--- src/rtl/pdm_audio_pkg.sv ---
// pdm_audio_pkg: shared defaults, dither LFSR constants and sample type for the PDM playback path
package pdm_audio_pkg;
  localparam int DEF_SAMPLE_W = 16;
  localparam int DEF_CLK_DIV = 40;
  localparam int DEF_OSR = 64;
  localparam int DEF_FIFO_DEPTH = 4;
  localparam logic [15:0] LFSR_SEED = 16'hACE1;
  localparam logic [15:0] LFSR_TAPS = 16'h002D;
  typedef logic signed [DEF_SAMPLE_W-1:0] sample_t;
endpackage

--- src/rtl/pdm_sample_fifo.sv ---
// pdm_sample_fifo: synchronous sample FIFO with full/empty derived from an occupancy count
module pdm_sample_fifo #(
  parameter int W = 16,
  parameter int DEPTH = 4
) (
  input  logic         clk,
  input  logic         reset,
  input  logic         push,
  input  logic         pop,
  input  logic [W-1:0] din,
  output logic [W-1:0] dout,
  output logic         full,
  output logic         empty
);
  localparam int AW = $clog2(DEPTH);
  logic [W-1:0] mem [DEPTH];
  logic [AW-1:0] wp, rp;
  logic [AW:0] cnt;
  assign full = cnt == (AW+1)'(DEPTH);
  assign empty = cnt == '0;
  assign dout = mem[rp];
  always_ff @(posedge clk or negedge reset)
    if (!reset) begin
      wp <= '0;
      rp <= '0;
      cnt <= '0;
    end else begin
      if (push) wp <= wp + AW'(1);
      if (pop) rp <= rp + AW'(1);
      cnt <= cnt + (AW+1)'(push) - (AW+1)'(pop);
    end
  always_ff @(posedge clk)
    if (push) mem[wp] <= din;
endmodule

--- src/rtl/pdm_audio_tx.sv ---
// pdm_audio_tx: buffered PCM to first-order sigma-delta PDM output; PDM_DITHER_EN adds LFSR dither
module pdm_audio_tx
  import pdm_audio_pkg::*;
#(
  parameter int SAMPLE_W = DEF_SAMPLE_W,
  parameter int CLK_DIV = DEF_CLK_DIV,
  parameter int OSR = DEF_OSR,
  parameter int FIFO_DEPTH = DEF_FIFO_DEPTH
) (
  input  logic                clk,
  input  logic                reset,
  input  logic                enable,
  input  logic [SAMPLE_W-1:0] sample_in,
  input  logic                sample_valid,
  output logic                sample_ready,
  output logic                pdm_out,
  output logic                aud_sd,
  output logic                underrun,
  input  logic                underrun_clr
);
  localparam int DW = $clog2(CLK_DIV);
  localparam int BW = $clog2(OSR);
  logic [DW-1:0] div_cnt;
  logic [BW-1:0] bit_cnt;
  logic [SAMPLE_W-1:0] acc, cur, fifo_dout, u, ud;
  logic [SAMPLE_W:0] sum;
  logic tick, frame_end, pop, push, full, empty, rdy_en;
  assign tick = enable && div_cnt == DW'(CLK_DIV-1);
  assign frame_end = tick && bit_cnt == BW'(OSR-1);
  assign pop = frame_end && !empty;
  assign sample_ready = rdy_en && !full;
  assign push = sample_valid && sample_ready;
  // offset binary: most negative sample maps to 0, most positive to all ones
  assign u = {~cur[SAMPLE_W-1], cur[SAMPLE_W-2:0]};
`ifdef PDM_DITHER_EN
  logic [15:0] lfsr;
  assign ud = (&u) ? u : u + SAMPLE_W'(lfsr[0]);
  always_ff @(posedge clk or negedge reset)
    if (!reset) lfsr <= LFSR_SEED;
    else if (tick) lfsr <= {^(lfsr & LFSR_TAPS), lfsr[15:1]};
`else
  assign ud = u;
`endif
  assign sum = {1'b0, acc} + {1'b0, ud};
  pdm_sample_fifo #(.W(SAMPLE_W), .DEPTH(FIFO_DEPTH)) u_fifo (
    .clk(clk), .reset(reset), .push(push), .pop(pop), .din(sample_in),
    .dout(fifo_dout), .full(full), .empty(empty)
  );
  always_ff @(posedge clk or negedge reset)
    if (!reset) begin
      div_cnt <= '0;
      bit_cnt <= '0;
      acc <= '0;
      cur <= '0;
      pdm_out <= 1'b0;
      aud_sd <= 1'b0;
      underrun <= 1'b0;
      rdy_en <= 1'b0;
    end else begin
      rdy_en <= 1'b1;
      aud_sd <= enable;
      underrun <= (frame_end && empty) || (underrun && !underrun_clr);
      if (pop) cur <= fifo_dout;
      if (!enable) begin
        div_cnt <= '0;
        bit_cnt <= '0;
        acc <= '0;
        pdm_out <= 1'b0;
      end else begin
        div_cnt <= tick ? '0 : div_cnt + DW'(1);
        if (tick) begin
          bit_cnt <= frame_end ? '0 : bit_cnt + BW'(1);
          acc <= sum[SAMPLE_W-1:0];
          pdm_out <= sum[SAMPLE_W];
        end
      end
    end
endmodule

--- config.mk ---
export PLATFORM = sky130hd
export DESIGN_NAME = pdm_audio_tx
export DESIGN_NICKNAME = d
export VERILOG_FILES = /design/src/rtl/pdm_audio_pkg.sv /design/src/rtl/pdm_sample_fifo.sv /design/src/rtl/pdm_audio_tx.sv
export SDC_FILE = /design/constraint.sdc
export NUM_CORES = 1
export LEC_CHECK = 0
export CAP_MARGIN = 25
export CORE_ASPECT_RATIO = 0.5
export CORE_MARGIN = 4
export CORE_UTILIZATION = 50
export DETAILED_ROUTE_END_ITERATION = 16
export GPL_ROUTABILITY_DRIVEN = 0
export PLACE_DENSITY = 0.67
export SLEW_MARGIN = 15
export SYNTH_ARGS = -nofsm -noshare
export SYNTH_HDL_FRONTEND = slang
export SYNTH_HIERARCHICAL = 1
export SYNTH_SLANG_ARGS = --single-unit
--- constraint.sdc ---
create_clock -name clk -period 3.94 [get_ports clk]
set_input_delay 0.591 -clock clk [delete_from_list [all_inputs] [get_ports clk]]
set_output_delay 0.591 -clock clk [all_outputs]
set_load 0.01 [all_outputs]
## After elaboration in Yosys (flattened, before gate mapping)

Memories as Yosys holds them, arrays and structs flattened. A register that Yosys moved wholly into a read port is not among the register bits.
Index checks and enable logic that the tools add are counted.
Widths: inputs -> output; s select.

| word-level totals | value |
|---|---|
| register bits | 39 |
| latch bits | 0 |
| memory bits (writable) | 64 |
| memory bits (read-only) | 0 |
| output and inout port bits | 4 |
| word-level logic and storage cells | 47 |
| memories | 1 |

Memory list:

| memory | depth | bits a word | rd ports | clocked after Yosys merged registers in | write ports | RTL line | RTL |
|---|---|---|---|---|---|---|---|
| u_fifo.mem | 4 | 16 | 1 | 1 | 1 | pdm_sample_fifo.sv:16 | `logic [W-1:0] mem [DEPTH];` |

| operators by class | value |
|---|---|
| add/sub/neg operators | 7 |
| multiply operators | 0 |
| div/mod/pow operators | 0 |
| $lt $le $gt $ge | 0 |
| equality and inequality tests | 4 |
| shift-type cells | 0 |
| muxes and demuxes | 11 |
| bitwise logic cells | 1 |
| reduce and logical (&&, ||, !) cells | 13 |

Operator list:

| kind | number |
|---|---|
| $mux 16 | 2 |
| $mux 6 | 5 |
| $add 16x16->17 | 1 |
| $add 6x1->6 const B | 2 |
| $eq 6x6->1 const B | 2 |
| $logic_and 1x1->1 | 7 |
| $add 2x1->2 const B | 2 |
| $logic_not 1->1 | 4 |
| $mux 1 | 4 |
| $add 3x1->3 | 1 |
| $eq 3x3->1 const B | 1 |
| $logic_not 3->1 | 1 |
| $sub 3x1->3 | 1 |
| $ne 2x1->1 const B | 1 |
| $logic_or 1x1->1 | 1 |
| $not 1->1 | 1 |

## Logic depth before layout (Yosys ltp)

Gate-level depths: netlist of run 1.

| depth | value |
|---|---|
| depth in word-level cells | 6 |
| gate-level depth with buffers | 12 |
| gate-level depth less buffers | 10 |

## By module

The synthesis of run 1 kept the hierarchy.

By module, submodules not included:

| module | instances | cells an instance | area each (um^2) | seq. area each (um^2) |
|---|---|---|---|---|
| pdm_sample_fifo | 1 | 118 | 2738.9 | 2097.0 |
| pdm_audio_tx | 1 | 268 | 2670.1 | 1201.2 |

## Worst setup path after synthesis of run 1

Ideal clock, no wire load.

| timing | value |
|---|---|
| path type | flip-flop to flip-flop |
| start point | reg div_cnt[0] |
| end point | reg u_fifo.cnt[2] |
| data arrival time | 2457 ps |
| data required time | 3817 ps |
| path slack | 1360 ps |
| cell stages (with the launch flop) | 13 |
| buffers on the path | 2 |
| path through | dfrtp_1 -> ha_1 -> and4_1 -> buf_2 -> nand2_2 -> nor3_4 -> buf_6 -> ha_1 -> inv_1 -> ha_1 -> fa_1 -> xnor2_1 -> xnor2_1 |

| on the way | value |
|---|---|
| longest elaborated chain between the ends | 5 |

RTL lines:

| what | RTL line | RTL |
|---|---|---|
| start: declaration | pdm_audio_tx.sv:23 | `logic [DW-1:0] div_cnt;` |
| start signal: assignment | pdm_audio_tx.sv:70 | `div_cnt <= tick ? '0 : div_cnt + DW'(1);` |
| $eq 6x6->1 | pdm_audio_tx.sv:28 | `assign tick = enable && div_cnt == DW'(CLK_DIV-1);` |
| $logic_and 1x1->1 | pdm_audio_tx.sv:28 |  |
| $logic_and 1x1->1 | pdm_audio_tx.sv:29 | `assign frame_end = tick && bit_cnt == BW'(OSR-1);` |
| $logic_and 1x1->1 | pdm_audio_tx.sv:30 | `assign pop = frame_end && !empty;` |
| named net pop | pdm_audio_tx.sv:27 | `logic tick, frame_end, pop, push, full, empty, rdy_en;` |
| $sub 3x1->3 | pdm_sample_fifo.sv:30 | `cnt <= cnt + (AW+1)'(push) - (AW+1)'(pop);` |
| end signal: assignment | pdm_sample_fifo.sv:30 |  |
| end: declaration | pdm_sample_fifo.sv:18 | `logic [AW:0] cnt;` |

The timed path passes the listed nets, and every way through them passes these cells.
A chain may end at the register's enable or synchronous reset.

## Worst setup path in the final report of run 1

| timing | value |
|---|---|
| start point | reg div_cnt[0] |
| end point | reg u_fifo.cnt[2] |

| on the way | value |
|---|---|
| longest elaborated chain between the ends | 5 |

RTL lines:

| what | RTL line |
|---|---|
| $eq 6x6->1 | pdm_audio_tx.sv:28 |
| $logic_and 1x1->1 | pdm_audio_tx.sv:28 |
| $logic_and 1x1->1 | pdm_audio_tx.sv:29 |
| $logic_and 1x1->1 | pdm_audio_tx.sv:30 |
| $sub 3x1->3 | pdm_sample_fifo.sv:30 |

Every way passes these cells.

==> results of run 1 <==
## sequential cells by signal, indices dropped and copies added, names as in the netlist, 2 cells and up
name        flops
u_fifo/wp       2
bit_cnt         6
u_fifo/cnt      3
cur            16
div_cnt         6
u_fifo/rp       2
acc            16
u_fifo/mem     64
## layout make-up
class | instances | area share
timing repair buffer | 28 | 0.0430
tap | 140 | 0.0276
multi-input combinational | 239 | 0.310
inverter | 15 | 0.00887
sequential | 119 | 0.520
clock buffer | 17 | 0.0670
clock inverter | 14 | 0.0238
## metal layers
metal	vias to the layer above	part of all wire
li1	1510	-
met1	1616	0.50
met2	59	0.45
met3	9	0.044
met4	0	0.0085
met5	-	0
## logic make-up (layout without fill, tap and decap cells)
family	Yosys count	count (layout)	synth area share
buffers and inverters	28	74	0.0261
flip-flops	119	119	0.610
multiplexers	30	30	0.101
XOR/XNOR	24	24	0.0389
AND/OR/NAND/NOR	92	92	0.0835
other	1	1	0.000693
adder cells (fa/ha/maj)	26	26	0.0629
AO/OA/AOI/OAI	66	66	0.0768
## critical path, cell delays in order, from the launching register on
cell	delay [ns]
dfrtp_1	0.36
ha_1	0.25
and4_1	0.50
nand2_2	0.28
nor3_4	0.22
buf_4	0.29
ha_1	0.18
inv_1	0.04
ha_1	0.18
fa_1	0.37
xnor2_1	0.20
xnor2_1	0.15
## power breakdown
group          internal, mW  switching, mW  total [mW]
Clock                 0.933          0.557        1.49
Sequential             1.42         0.0379        1.46
Combinational        0.0910          0.138       0.229
Total                  2.45          0.733        3.18
## how the worst min path moves through the flow
stage	startpoint	endpoint	slack (ns)	cells after the start
2_1_floorplan	reset	acc[0]$_DFFE_PN0P_	0.30	0
3_5_place_dp	div_cnt[0]$_DFF_PN0_	div_cnt[0]$_DFF_PN0_	0.45	1
5_1_grt	reset	cur[2]$_DFFE_PN0P_	0.25	1
6_report	reset	cur[2]$_DFFE_PN0P_	0.21	1
3_3_place_gp	div_cnt[0]$_DFF_PN0_	div_cnt[0]$_DFF_PN0_	0.44	1
4_1_cts	reset	acc[2]$_DFFE_PN0P_	0.21	1
## cells in the final DEF (no fill, tap or decap), types with 4 or more instances in the layout
cell	n
a21oi_1	16
and2_1	9
and3_1	5
clkbuf_16	17
clkdlybuf4s50_1	23
dfrtp_1	55
edfxtp_1	64
ha_1	24
inv_1	14
inv_6	4
mux2_1	5
mux2_2	9
mux4_1	8
mux4_2	8
nand2_1	37
nand3_1	12
nand4_1	5
nor2_1	13
o21ai_0	22
xnor2_1	15
xor2_1	9
==> metrics.txt, run 1 <==
status=completed; # setup viols final=0; CTS root buffer=clkbuf_16; pin count of the biggest net entering global routing=29; max-cap violations=0; RR Startpoint=div_cnt[0]$_DFF_PN0_; # clock sinks=between 100 and 150; fin nets=about 470; Hold Fails Final Rpt=0; Vias=between 3000 and 4000; register area=roughly 3300 um2; Final WS setup=0.836 ns; GR Util All Layers=0.169; Worst Max-Slew Pin Slew=between 0.8 and 0.9 ns; DR vias/cell=5.58; Worst-Skew Late Latency=0.41 ns; crit-path max FO=21; antenna diode count=0; Final Power=between 3 and 4 mW; leakage=2.57 nW; Slew Limit Headroom=0.417; Worst setup endpoint=u_fifo/cnt[2]$_DFF_PN0_; post-detail-place hpwl=between 6000 and 7000 um; most common cell in the synthesized netlist=edfxtp_1; Detail Route Antenna Nets=0; FP Rows=26; Post-CTS Resized=0; top cell type by total area after synthesis=edfxtp_1; Setup crit end kind=flop; Die H=between 80 and 90 um; met2 Use GR=0.256; fraction of layout cells with a size suffix above 1=0.130; area of the core=approximately 10000 um2; Finished Layout Cells=between 500 and 600; busiest grt layer=met2; Fillers=roughly 780; Worst VDD drop=0.000248 V; Seq/Total Area, Yosys=0.610; Synth Cell Area=5410 um2; area delta synth->final=17.4%; CTS tree=done; crit path DAT=3.42 ns; final WL=9960 um; Synth Warn #=6; clock transition at the registers of the reported paths=~0.060 ns; multi-input combinational cell area=between 1500 and 2000 um2; Synth Area per Inst=14.0 um2; kind of critical path=flop to flop; post-synth net total=between 400 and 500; Synth Instances=about 390; ys flop type=edfxtp_1; initial antenna violation count=0; worst reg2reg endpoint=u_fifo/cnt[2]$_DFF_PN0_; first-pass GRT wire length=about 16000 um; grt ovf=0; number of I/O port buffers=24; routed length per placed instance=about 17 um; Total Die Area=12600 um2; Placement Setup Slack=around 0.84 ns; post-CTS setup buffer count=0; beginning of the critical path=div_cnt[0]$_DFF_PN0_; Synth top area share=0.355; initial detailed-routing violation count=between 200 and 250; library cells used by synthesis=53; dpl cell area=roughly 5800 um2; clock skew=about 0.014 ns; RSZ-0062 raised after global routing=false; DRC=0; setup TNS=0 ns; commonest cells in the netlist=edfxtp_1 (64), dfrtp_1 (55), nand2_1 (37); H-tree depth=4; final hold slack=0.208 ns; met3 Use GR=0.0495; max-slew violations=0; ranking of synthesized cells by area=edfxtp_1 (36%), dfrtp_1 (25%), ha_1 (5.6%); Final Core Density=0.612; CP required=between 4 and 5 ns; crit path time final=about 3.1 ns; Post-synth EDFFs=between 60 and 70; 1st-pass router iterations=4; Startpoint Class=flop; flop-to-flop setup slack=roughly 0.84 ns; Async SR Flop Fraction=0.462; Fmax=roughly 320 MHz; Yosys reg bits=between 100 and 150; fin crit share=0.788; I/O pins=25; cell area after layout=approximately 6300 um2; HP Class=primary input to asynchronous set/reset pin; PD cells=501 nW/um2; Inst Count DP=between 500 and 600; Clock Tree Buf Depth=2; vias in the first global route=3194; Reg2Reg Depth=11; Initial Util=0.521; Post-CTS Hold Fix Bufs=0; GRT met1 Usage=0.240; Die W=155 um; cts bufs inserted=17
Power figures use the tool's default switching activity.
==> run 2: changes to the inputs <==
--- a/config.mk
+++ b/config.mk
@@ -11,7 +11,7 @@
 export CORE_UTILIZATION = 50
 export DETAILED_ROUTE_END_ITERATION = 16
 export GPL_ROUTABILITY_DRIVEN = 0
-export PLACE_DENSITY = 0.67
+export PLACE_DENSITY = 0.7
 export SLEW_MARGIN = 15
 export SYNTH_ARGS = -nofsm -noshare
 export SYNTH_HDL_FRONTEND = slang
==> constraint.sdc (replaced) <==
create_clock -name clk -period 2.5 [get_ports clk]
set_input_delay 0.375 -clock clk [delete_from_list [all_inputs] [get_ports clk]]
set_output_delay 0.375 -clock clk [all_outputs]
set_load 0.01 [all_outputs]
==> metrics.txt, run 2 (synthesis gave the netlist of run 1 again) <==
fraction of layout cells with a size suffix above 1=0.149; area of the core=between 10000 and 15000 um2; RSZ-0062 raised after global routing=false; Hold Fails Final Rpt=0; vias in the first global route=around 3400; slowest CP cell=dfrtp_1; # clock sinks=roughly 120; most frequent cells in the layout=edfxtp_1 (64), dfrtp_1 (55), nand2_1 (37); H-tree depth=4; DR vias/cell=approximately 5.6; post-detail-place hpwl=between 6000 and 7000 um; initial antenna violation count=0; fin nets=between 400 and 500; number of I/O port buffers=24; # setup viols final=0; clock transition at the registers of the reported paths=0.05 ns; DRC=0; 1st-pass router iterations=4; Critical Path Stages=10; Clock Tree Buf Depth=2; most used cell along the critical path=ha_1; grt ovf=0; beginning of the critical path=bit_cnt[0]$_DFFE_PN0P_; commonest non-fill, non-tap cell in the layout=edfxtp_1; Setup crit end kind=flop; max-cap violations=0; final WL=a little over 10000 um; Startpoint Class=flop; setup TNS=0 ns; max-slew violations=0; Finished Layout Cells=582; Final WS setup=0.216 ns; initial detailed-routing violation count=around 270; crit path DAT=2.61 ns; Post-CTS Resized=0; Final Power=between 4 and 5 mW; CP required=approximately 2.8 ns; Die H=between 80 and 90 um; antenna diode count=0; CP bufs+invs=1; cells along the critical path=ha_1, and3_1, nand3_1, nor3_4, ha_1, inv_1, ha_1, fa_2, xnor2_1, xnor2_1; worst reg2reg endpoint=u_fifo/cnt[2]$_DFF_PN0_; Worst Max-Slew Pin Slew=about 0.74 ns; Die W=approximately 160 um; clock skew=approximately 0.0058 ns; kind of critical path=flop to flop; biggest regs=u_fifo/mem: 64 flops, acc: 16 flops, cur: 16 flops; Worst-Skew Late Latency=approximately 0.40 ns; Fmax=438 MHz; Initial Util=0.521; status=completed; cts bufs inserted=17; Slew Limit Headroom=0.506; CTS tree=done; Placement Setup Slack=0.218 ns; Inst Count DP=550; Reg2Reg Depth=10; Crit path max-delay family=adder cells; CTS root buffer=clkbuf_16; dpl cell area=5860 um2; crit path time final=around 2.3 ns; Detail Route Antenna Nets=0; routed length per placed instance=roughly 18 um; first-pass GRT wire length=approximately 17000 um; fin crit share=0.914; GR Util All Layers=0.180; HP Class=flop to flop; Worst path max stage delay=around 0.40 ns; Worst setup endpoint=u_fifo/cnt[2]$_DFF_PN0_; Final Core Density=0.619; pin count of the biggest net entering global routing=56; max FFs per register=64; final hold slack=about 0.46 ns; I/O pins=25; leakage=around 2.6 nW; FP Rows=26; PD cells=about 770 nW/um2; crit-path max FO=4; Most flops, register=u_fifo/mem; area delta synth->final=18.8%; Total Die Area=12600 um2; Worst VDD drop=around 0.00046 V; flop-to-flop setup slack=around 0.22 ns; Vias=around 3200; cell area after layout=roughly 6400 um2; RR Startpoint=bit_cnt[0]$_DFFE_PN0P_
-- run 2: how the worst min path moves through the flow --
stage,from,end,slack (ns),cells after the start
2_1_floorplan,reset,acc[0]$_DFFE_PN0P_,0.08,0
3_3_place_gp,reset,u_fifo/cnt[2]$_DFF_PN0_,0.39,2
6_report,div_cnt[0]$_DFF_PN0_,div_cnt[0]$_DFF_PN0_,0.46,1
3_5_place_dp,reset,underrun$_DFF_PN0_,0.40,2
5_1_grt,div_cnt[0]$_DFF_PN0_,div_cnt[0]$_DFF_PN0_,0.49,1
4_1_cts,div_cnt[0]$_DFF_PN0_,div_cnt[0]$_DFF_PN0_,0.46,1
-- run 2: repair_timing --
item,4_1_cts,5_1_grt
hold buffers,1,0
endpoints found under the hold margin,55,0
endpoints found under the setup margin,0,0
buffers inserted,0,0
-- run 2: layout make-up --
cell class,count,area [um2]
fillers,732,3950
flip-flops and latches,119,3300
multi-input cells,239,1970
clock buffers,18,429
repair buffers,38,368
well taps,140,175
clock inverters,13,125
inverters,15,56.3
-- run 2: worst reg2reg max path: cells and delay by family, from the launching register on --
family / cells / cell delay, ns
xor+xnor: 2 / 0.32
fa+ha+maj: 4 / 1.04
buf+inv: 1 / 0.04
flops: 1 / 0.40
simple gates: 3 / 0.41
-- run 2: routing by layer --
metal,wire [um],global-route usage,vias to the layer above
li1,-,-,1535
met4,140,0.0696,0
met3,446,0.0416,14
met2,4810,0.288,75
met5,0,0,-
met1,4910,0.245,1619
-- run 2: power breakdown --
part           switching (mW)  internal [mW]  total (mW)
sequential             0.0588           2.24        2.30
clock                   0.875           1.37        2.24
combinational           0.220          0.162       0.382
